==> config.mk <==
export PLATFORM = sky130hd
export DESIGN_NAME = rwt_adc_capture_ctrl
export DESIGN_NICKNAME = d
export VERILOG_FILES = /design/src/rtl/rwt_adc_capture_ctrl.sv
export SDC_FILE = /design/constraint.sdc
export NUM_CORES = 1
export LEC_CHECK = 0
export ABC_AREA = 1
export CAP_MARGIN = 20
export CORE_MARGIN = 1.5
export CORE_UTILIZATION = 51
export DETAILED_ROUTE_END_ITERATION = 6
export GPL_ROUTABILITY_DRIVEN = 0
export GPL_TIMING_DRIVEN = 0
export PLACE_DENSITY = 0.88
export SLEW_MARGIN = 20
export SYNTH_ARGS = -nofsm -noshare
export SYNTH_HDL_FRONTEND = slang
export SYNTH_SLANG_ARGS = --single-unit
==> constraint.sdc <==
create_clock -name clk -period 2.5 [get_ports clk]
set_input_delay 0.25 -clock clk [delete_from_list [all_inputs] [get_ports clk]]
set_output_delay 0.25 -clock clk [all_outputs]
set_load 0.02 [all_outputs]
==> src/rtl/rwt_adc_capture_ctrl.sv <==
// ADC capture sequencer: gates the free-running sample stream into triggered,
// framed bursts toward the async FIFO write port, with drop accounting and
// optional continuous re-arm with holdoff.
module rwt_adc_capture_ctrl #(
  parameter  int unsigned LEN_W  = 16,
  parameter  int unsigned HOLD_W = 16,
  parameter  int unsigned OVF_W  = 16,
  localparam int unsigned DATA_W = 64,
  localparam int unsigned EN_W   = 4,
  localparam int unsigned BCNT_W = 32
) (
  input  logic              clk,
  input  logic              aresetn,
  input  logic              cfg_enable,
  input  logic              cfg_continuous,
  input  logic [1:0]        cfg_trig_mode,
  input  logic [LEN_W-1:0]  cfg_burst_len,
  input  logic [HOLD_W-1:0] cfg_holdoff,
  input  logic              sw_trigger,
  input  logic              ext_trigger,
  input  logic              ovf_clr,
  input  logic              s_valid,
  input  logic [DATA_W-1:0] s_data,
  input  logic [EN_W-1:0]   s_enables,
  input  logic              m_ready,
  output logic              m_valid,
  output logic [DATA_W-1:0] m_data,
  output logic [EN_W-1:0]   m_enables,
  output logic              m_first,
  output logic              m_last,
  output logic              busy,
  output logic [1:0]        state,
  output logic              done,
  output logic [OVF_W-1:0]  ovf_count,
  output logic [BCNT_W-1:0] burst_count
);

  typedef enum logic [1:0] {
    ST_IDLE    = 2'd0,
    ST_ARMED   = 2'd1,
    ST_CAPTURE = 2'd2,
    ST_HOLDOFF = 2'd3
  } state_t;

  localparam logic [1:0] TRIG_EXT = 2'd1;
  localparam logic [1:0] TRIG_SW  = 2'd2;

  state_t              state_q;
  state_t              state_d;
  logic                done_d;

  // Configuration captured at arm time
  logic [LEN_W-1:0]    len_q;
  logic [HOLD_W-1:0]   hold_q;
  logic                cont_q;
  logic [1:0]          mode_q;

  logic [LEN_W-1:0]    smp_cnt_q;
  logic [HOLD_W-1:0]   hold_cnt_q;
  logic                ext_q;

  logic                trig_fire;
  logic                accept;
  logic                drop;
  logic                burst_end;
  logic                arm_now;

  assign state = state_q;

  // Trigger qualification using the mode latched at arm time; reserved mode acts as immediate
  always_comb begin
    trig_fire = 1'b1;
    case (mode_q)
      TRIG_EXT: trig_fire = ext_trigger & ~ext_q;
      TRIG_SW:  trig_fire = sw_trigger;
      default:  trig_fire = 1'b1;
    endcase
  end

  // Output-register handshake: a sample is taken only if the holding register is free or draining
  always_comb begin
    accept    = (state_q == ST_CAPTURE) && s_valid && (!m_valid || m_ready);
    drop      = (state_q == ST_CAPTURE) && s_valid && m_valid && !m_ready;
    burst_end = accept && (smp_cnt_q == (len_q - LEN_W'(1)));
    arm_now   = (state_q == ST_IDLE) && (state_d == ST_ARMED);
  end

  // Next-state and completion-pulse logic
  always_comb begin
    state_d = state_q;
    done_d  = 1'b0;
    case (state_q)
      ST_IDLE: begin
        if (cfg_enable && (cfg_burst_len != '0)) begin
          state_d = ST_ARMED;
        end
      end
      ST_ARMED: begin
        if (!cfg_enable) begin
          state_d = ST_IDLE;
        end else if (trig_fire) begin
          state_d = ST_CAPTURE;
        end
      end
      ST_CAPTURE: begin
        // A started burst always runs to its last word; enable only decides re-arm
        if (burst_end) begin
          if (cont_q && cfg_enable) begin
            state_d = (hold_q == '0) ? ST_ARMED : ST_HOLDOFF;
          end else begin
            state_d = ST_IDLE;
            done_d  = ~cont_q;
          end
        end
      end
      ST_HOLDOFF: begin
        if (!cfg_enable) begin
          state_d = ST_IDLE;
        end else if (hold_cnt_q == (hold_q - HOLD_W'(1))) begin
          state_d = ST_ARMED;
        end
      end
      default: state_d = ST_IDLE;
    endcase
  end

  // State register, status flags and latched configuration
  always_ff @(posedge clk or negedge aresetn) begin
    if (!aresetn) begin
      state_q <= ST_IDLE;
      busy    <= 1'b0;
      done    <= 1'b0;
      len_q   <= '0;
      hold_q  <= '0;
      cont_q  <= 1'b0;
      mode_q  <= 2'd0;
      ext_q   <= 1'b0;
    end else begin
      state_q <= state_d;
      busy    <= (state_d != ST_IDLE);
      done    <= done_d;
      ext_q   <= ext_trigger;
      if (arm_now) begin
        len_q  <= cfg_burst_len;
        hold_q <= cfg_holdoff;
        cont_q <= cfg_continuous;
        mode_q <= cfg_trig_mode;
      end
    end
  end

  // Burst sample counter and holdoff timer
  always_ff @(posedge clk or negedge aresetn) begin
    if (!aresetn) begin
      smp_cnt_q  <= '0;
      hold_cnt_q <= '0;
    end else begin
      if (state_q == ST_ARMED) begin
        smp_cnt_q <= '0;
      end else if (accept) begin
        smp_cnt_q <= smp_cnt_q + LEN_W'(1);
      end
      if (state_q == ST_HOLDOFF) begin
        hold_cnt_q <= hold_cnt_q + HOLD_W'(1);
      end else begin
        hold_cnt_q <= '0;
      end
    end
  end

  // One-entry output holding register; keeps draining after CAPTURE is left
  always_ff @(posedge clk or negedge aresetn) begin
    if (!aresetn) begin
      m_valid   <= 1'b0;
      m_data    <= '0;
      m_enables <= '0;
      m_first   <= 1'b0;
      m_last    <= 1'b0;
    end else if (accept) begin
      m_valid   <= 1'b1;
      m_data    <= s_data;
      m_enables <= s_enables;
      m_first   <= (smp_cnt_q == '0);
      m_last    <= burst_end;
    end else if (m_ready) begin
      m_valid   <= 1'b0;
      m_first   <= 1'b0;
      m_last    <= 1'b0;
    end
  end

  // Saturating drop counter (clear wins) and wrapping completed-burst counter
  always_ff @(posedge clk or negedge aresetn) begin
    if (!aresetn) begin
      ovf_count   <= '0;
      burst_count <= '0;
    end else begin
      if (ovf_clr) begin
        ovf_count <= '0;
      end else if (drop && (ovf_count != '1)) begin
        ovf_count <= ovf_count + OVF_W'(1);
      end
      if (burst_end) begin
        burst_count <= burst_count + BCNT_W'(1);
      end
    end
  end

endmodule

=== Word-level counts from Yosys, hierarchy flattened ===
Cells that the tools add are included.

* Add/subtract/negate cells: 6
* Multipliers: 0
* Div/mod/pow operators: 0
* Order comparisons: 0
* Equal/unequal tests: 9
* Shift-type cells: 0
* Muxes and demuxes: 22
* Bitwise operators: 3
* Reduce and logical (&&, ||, !) cells: 20

{| class="wikitable"
|+ Operators by type and width
! kind !! count
|-
| $mux W16 || 5
|-
| $add A16 B1 Y16 const B || 3
|-
| $add A32 B1 Y32 const B || 1
|-
| $eq A16 B16 Y1 || 2
|-
| $logic_not A16 Y1 || 2
|-
| $sub A16 B1 Y16 const B || 2
|-
| $mux W2 || 8
|-
| $ne A16 B16 Y1 const B || 1
|-
| $reduce_bool A16 Y1 || 1
|-
| $logic_and A1 B1 Y1 || 9
|-
| $pmux W2 S4 || 1
|-
| $reduce_bool A2 Y1 || 4
|-
| $mux W1 || 7
|-
| $eq A2 B1 Y1 const B || 3
|-
| $eq A2 B2 Y1 const B || 3
|-
| $logic_not A1 Y1 || 2
|-
| $logic_not A2 Y1 || 1
|-
| $not A1 Y1 || 2
|-
| $pmux W1 S2 || 1
|-
| $and A1 B1 Y1 || 1
|-
| $logic_or A1 B1 Y1 || 1
|}

* Register bits after elaboration: 191
* Latch bits: 0
* Bits in writable memories: 0
* Memory bits (read-only): 0
* Input bits: 111
* Output and inout port bits: 123
* Word-level logic and storage cells: 77
* Memories kept: 0

=== Longest topological paths before layout ===
* Word-level depth: 8
* Depth in mapped cells: 18
* Gate-level depth less buffers: 17

=== Worst setup path after synthesis ===
No wires, ideal clock.

* Path kind: register -> register
* From: register len_q[0]
* To: register burst_count[12]
* Library setup time: 0.117 ns
* Arrival: 1.885 ns
* Data required time: 2.383 ns
* Setup slack: 0.498 ns
* Stages on the path, launching flop included: 17
* Path buffers: 1
* Clock period less this slack: 2.002 ns
* Path through: dfrtp_1 > inv_1 > ha_1 > or2_2 > nand2_1 > nand2_1 > nand2_1 > nand3_1 > nor2_1 > nand2_1 > nor2_1 > nand2_1 > buf_6 > nor2_4 > nand2_1 > nand2_1 > nand2_1

* Longest elaborated chain between the ends: 3

{| class="wikitable"
|+ RTL lines
! item !! line !! RTL
|-
| start: declaration || 53 || <nowiki>logic [LEN_W-1:0] len_q;</nowiki>
|-
| start signal: assignment || 144 || <nowiki>len_q <= cfg_burst_len;</nowiki>
|-
| $sub A16 B1 Y16 || 84 || <nowiki>burst_end = accept && (smp_cnt_q == (len_q - LEN_W'(1)));</nowiki>
|-
| $eq A16 B16 Y1 || 84 ||
|-
| $logic_and A1 B1 Y1 || 84 ||
|-
| end signal: assignment || 204 || <nowiki>burst_count <= burst_count + BCNT_W'(1);</nowiki>
|-
| end: declaration || 35 || <nowiki>output logic [BCNT_W-1:0] burst_count</nowiki>
|}

No other way between the ends.
A chain may end at the register's enable or synchronous reset.

=== Worst setup path in the final report ===
* From: register len_q[0]
* To: register burst_count[29]

The elaborated chain is that of the path after synthesis.

==> summary.md <==
| Metric | Value |
|---|---|
| Synthesized flop and latch total | `191` |
| Post-detailed-route count of antenna-violating nets | `0` |
| Number of diodes | `0` |
| Average vias per placed instance | `5.232` |
| Clock insertion delay at the later pin of the skew report | `0.44 ns` |
| Synthesis-to-layout area growth | `33.73%` |
| Uppermost signal routing layer after detailed routing | `met4` |
| Proportion of synthesized chip area in sequential cells | `47.77%` |
| Number of cells produced by synthesis | `1345` |
| Result of the run | `finished, final reports clean` |
| Initial antenna violation count | `0` |
| Final worst-path cycle share | `93.78%` |
| Sum of routed wire length over all layers | `27.44 mm` |
| Total core area | `19330 um2` |
| Reg2reg end | `burst_count[29]$_DFFE_PN0N_` |
| Detailed Routing Iterations Pass 1 | `7` |
| Worst min path class | `input port to asynchronous set/reset pin` |
| Highest clock frequency the design can meet | `0.4265 GHz` |
| Critical path startpoint category | `flip-flop` |
| Final Max Slew Viols | `0` |
| Global route overflow | `0` |
| Setup TNS Final | `0 ns` |
| Mean instance size in the synthesized netlist | `7.438 um2` |
| Number of failing setup endpoints in the final timing report | `0` |
| Clock Root Buffer | `clkbuf_16` |
| Leakage | `6.291 nW` |
| Hold Violations, Final | `0` |
| Htree depth | `4` |
| Prevailing post-synth register cell | `dfrtp_1` |
| Number of library cell types mapped by synthesis | `34` |
| Total number of vias | `9830` |
| Die Span X | `143.1 um` |
| Warnings from Yosys | `0` |
| Time the final worst path needs with I/O delays and setup | `2.345 ns` |
| Iteration-0 DRC count of the detailed router | `727` |
| Routed WL per cell | `14.60 um` |
| Flop-to-flop setup slack | `0.16 ns` |
| Net count after synthesis | `1465` |
| VDD IR max | `0.0006905 V` |
| Vias in the first global route | `9242` |
| Max-slew headroom | `58.20%` |
| Effective utilization at floorplan | `51.74%` |
| Met3 wire len | `2.220 mm` |
| Die outline area | `20470 um2` |
| Count of flip-flops with a built-in enable after synthesis | `0` |
| R2R Path Start | `len_q[0]$_DFFE_PN0P_` |
| TritonCTS Buffers | `17` |
| FF-to-FF path depth | `12` |
| Slew of the pin with the lowest slew margin | `0.6270 ns` |
| WP data arrival | `2.71 ns` |
| Aggregate global-route resource usage | `27.19%` |
| Critical Path Fanout Max | `10` |
| Max-capacitance violation count | `0` |
| Met2 routed wirelength | `13.56 mm` |
| # DRC | `0` |
| Multi-input combinational cell area | `4722 um2` |
| IO Count | `234` |
| Chip Height | `143.1 um` |
| Total of buffers placed on input and output ports | `233` |
| Area used by sequential logic in the layout | `4780 um2` |
| Proportion of synthesized flip-flops having asynchronous set or reset | `100.0%` |
| Number of clock sinks | `191` |
| Utilization of the core after routing | `69.20%` |
| Leading post-synthesis cells by cell area | `dfrtp_1, nand2_1, nor2_1` |
| Global-route wire length before repair | `44.15 mm` |
| Crit path required time | `2.87 ns` |
| Detailed-placement wirelength estimate | `20.41 mm` |
| Worst setup path startpoint | `len_q[0]$_DFFE_PN0P_` |
| Routed metal-1 wirelength | `11.09 mm` |
| Fraction of layout instances using a drive strength above 1 | `4.771%` |
| CTS tree | `yes` |
| Synth top area share | `47.77%` |
| Maximum root-to-sink buffer count | `2` |
| Element type at the critical path end | `flip-flop` |
| Cell type with the largest total area after synthesis | `dfrtp_1` |
| Pwr/cell area | `934.9 nW/um2` |
| Overall power consumption | `12.51 mW` |
| Max Clock Skew | `0.01243 ns` |
| Nets | `1721` |
| Synth Cell Area | `10000 um2` |
| Pin count of the biggest net entering global routing | `83` |
| Clock input transition at the sequential cells of the worst setup and hold paths | `0.08 ns` |
| Num rows | `51` |
| Fill cell total of the finished layout | `1504` |
| Worst setup path category | `flip-flop to flip-flop` |
per-stage QoR:
stage | setup WS [ns] | hold WS, ns | area [um2] | cells
6_report | 0.1554 | 0.2497 | 13380 | 1879
3_3_place_gp | -6.634 | 0.4526 | 12670 | 1843
4_1_cts | 0.003909 | 0.2629 | 13330 | 1878
3_5_place_dp | -0.2371 | 0.1339 | 12730 | 1845
5_1_grt | -0.04536 | 0.2628 | 13380 | 1879
2_1_floorplan | 0.4976 | -0.04559 | 10000 | 1345
placed cells by master (no fill, tap or decap), types with 9 or more instances in the layout:
cell type	instances
clkbuf_16	17
dfrtp_1	191
nand2_1	543
nor2_1	136
o21ai_0	45
xor2_1	38
nor3_1	34
inv_1	105
nand4_1	47
clkbuf_1	20
nand3_1	63
clkdlybuf4s50_1	232
a21oi_1	23
xnor2_1	21
nor2_2	9
logic make-up after synthesis:
family | count (synthesis) | share of synthesized area, %
flip-flops | 191 | 47.77
AO/OA/AOI/OAI | 80 | 4.327
adder cells (fa/ha/maj) | 9 | 1.126
buffers and inverters | 141 | 5.440
AND/OR/NAND/NOR | 864 | 36.08
XOR/XNOR | 60 | 5.253
per-layer routing:
layer  GRT usage, %  vias up
li1               -     4787
met1          32.95     4591
met2          46.30      404
met3          7.981       48
met4          8.953        0
met5              0        -
state kept, by name (all words and copies together) (netlist names):
name,count
burst_count,32
busy,1
cont_q,1
done,1
ext_q,1
hold_cnt_q,16
hold_q,16
len_q,16
m_data,64
m_enables,4
m_first,1
m_last,1
m_valid,1
mode_q,2
ovf_count,16
smp_cnt_q,16
state,2
power by group:
group | internal, mW | leakage [nW] | switching [mW]
Combinational | 2.09 | 3.51 | 3.09
Clock | 1.36 | 0.282 | 1.35
Sequential | 3.93 | 2.50 | 0.684
Total | 7.38 | 6.29 | 5.13
worst max path at each step:
stage	slack [ns]	cells past startpoint	to
finish	0.16	12	burst_count[29]$_DFFE_PN0N_
global route	-0.05	12	burst_count[27]$_DFFE_PN0N_
CTS	0.004	12	burst_count[29]$_DFFE_PN0N_
detailed placement	-0.24	7	len_q[8]$_DFFE_PN0P_
global placement	-6.63	1	burst_count[18]$_DFFE_PN0N_
floorplan	0.50	16	burst_count[12]$_DFFE_PN0N_
cell type report:
type | instances | share of cell area [%]
flip-flops and latches | 191 | 35.72
clock inverters | 14 | 1.066
clock buffers | 18 | 3.283
plain buffers | 33 | 1.113
repair buffers | 237 | 18.01
well taps | 265 | 2.478
inverters | 108 | 3.030
multi-input cells | 1013 | 35.29
cells in the mapped netlist, drive strengths merged, types with 7 or more instances:
| library cell | number |
|---|---|
| o21ai | 46 |
| dfrtp | 191 |
| clkbuf | 24 |
| xnor2 | 21 |
| nand4 | 47 |
| nor2 | 151 |
| xor2 | 39 |
| a21oi | 24 |
| nand2 | 545 |
| nand3b | 7 |
| ha | 9 |
| inv | 108 |
| nand3 | 64 |
| buf | 9 |
| nor3 | 36 |
| nor4 | 8 |
critical path, cell delays in order (launching register included):
cell and delay, ns:
dfrtp_1 0.40, inv_1 0.15, ha_2 0.24, nand2_2 0.12
nor2_2 0.17, nand2_1 0.11, xor2_2 0.18, nand3b_1 0.14
nor2_4 0.23, buf_4 0.15, buf_2 0.19, nand4_1 0.10
nand2_1 0.10
timing repair:
item,in CTS,in global routing
gates resized for setup,1,22
pin swaps,0,1
hold buffers,1,0
endpoints found under the setup margin,20,52
gates cloned,0,0
endpoints found under the hold margin,30,0
buffers inserted,0,1
Note: power is estimated with default switching activity, not from simulation.
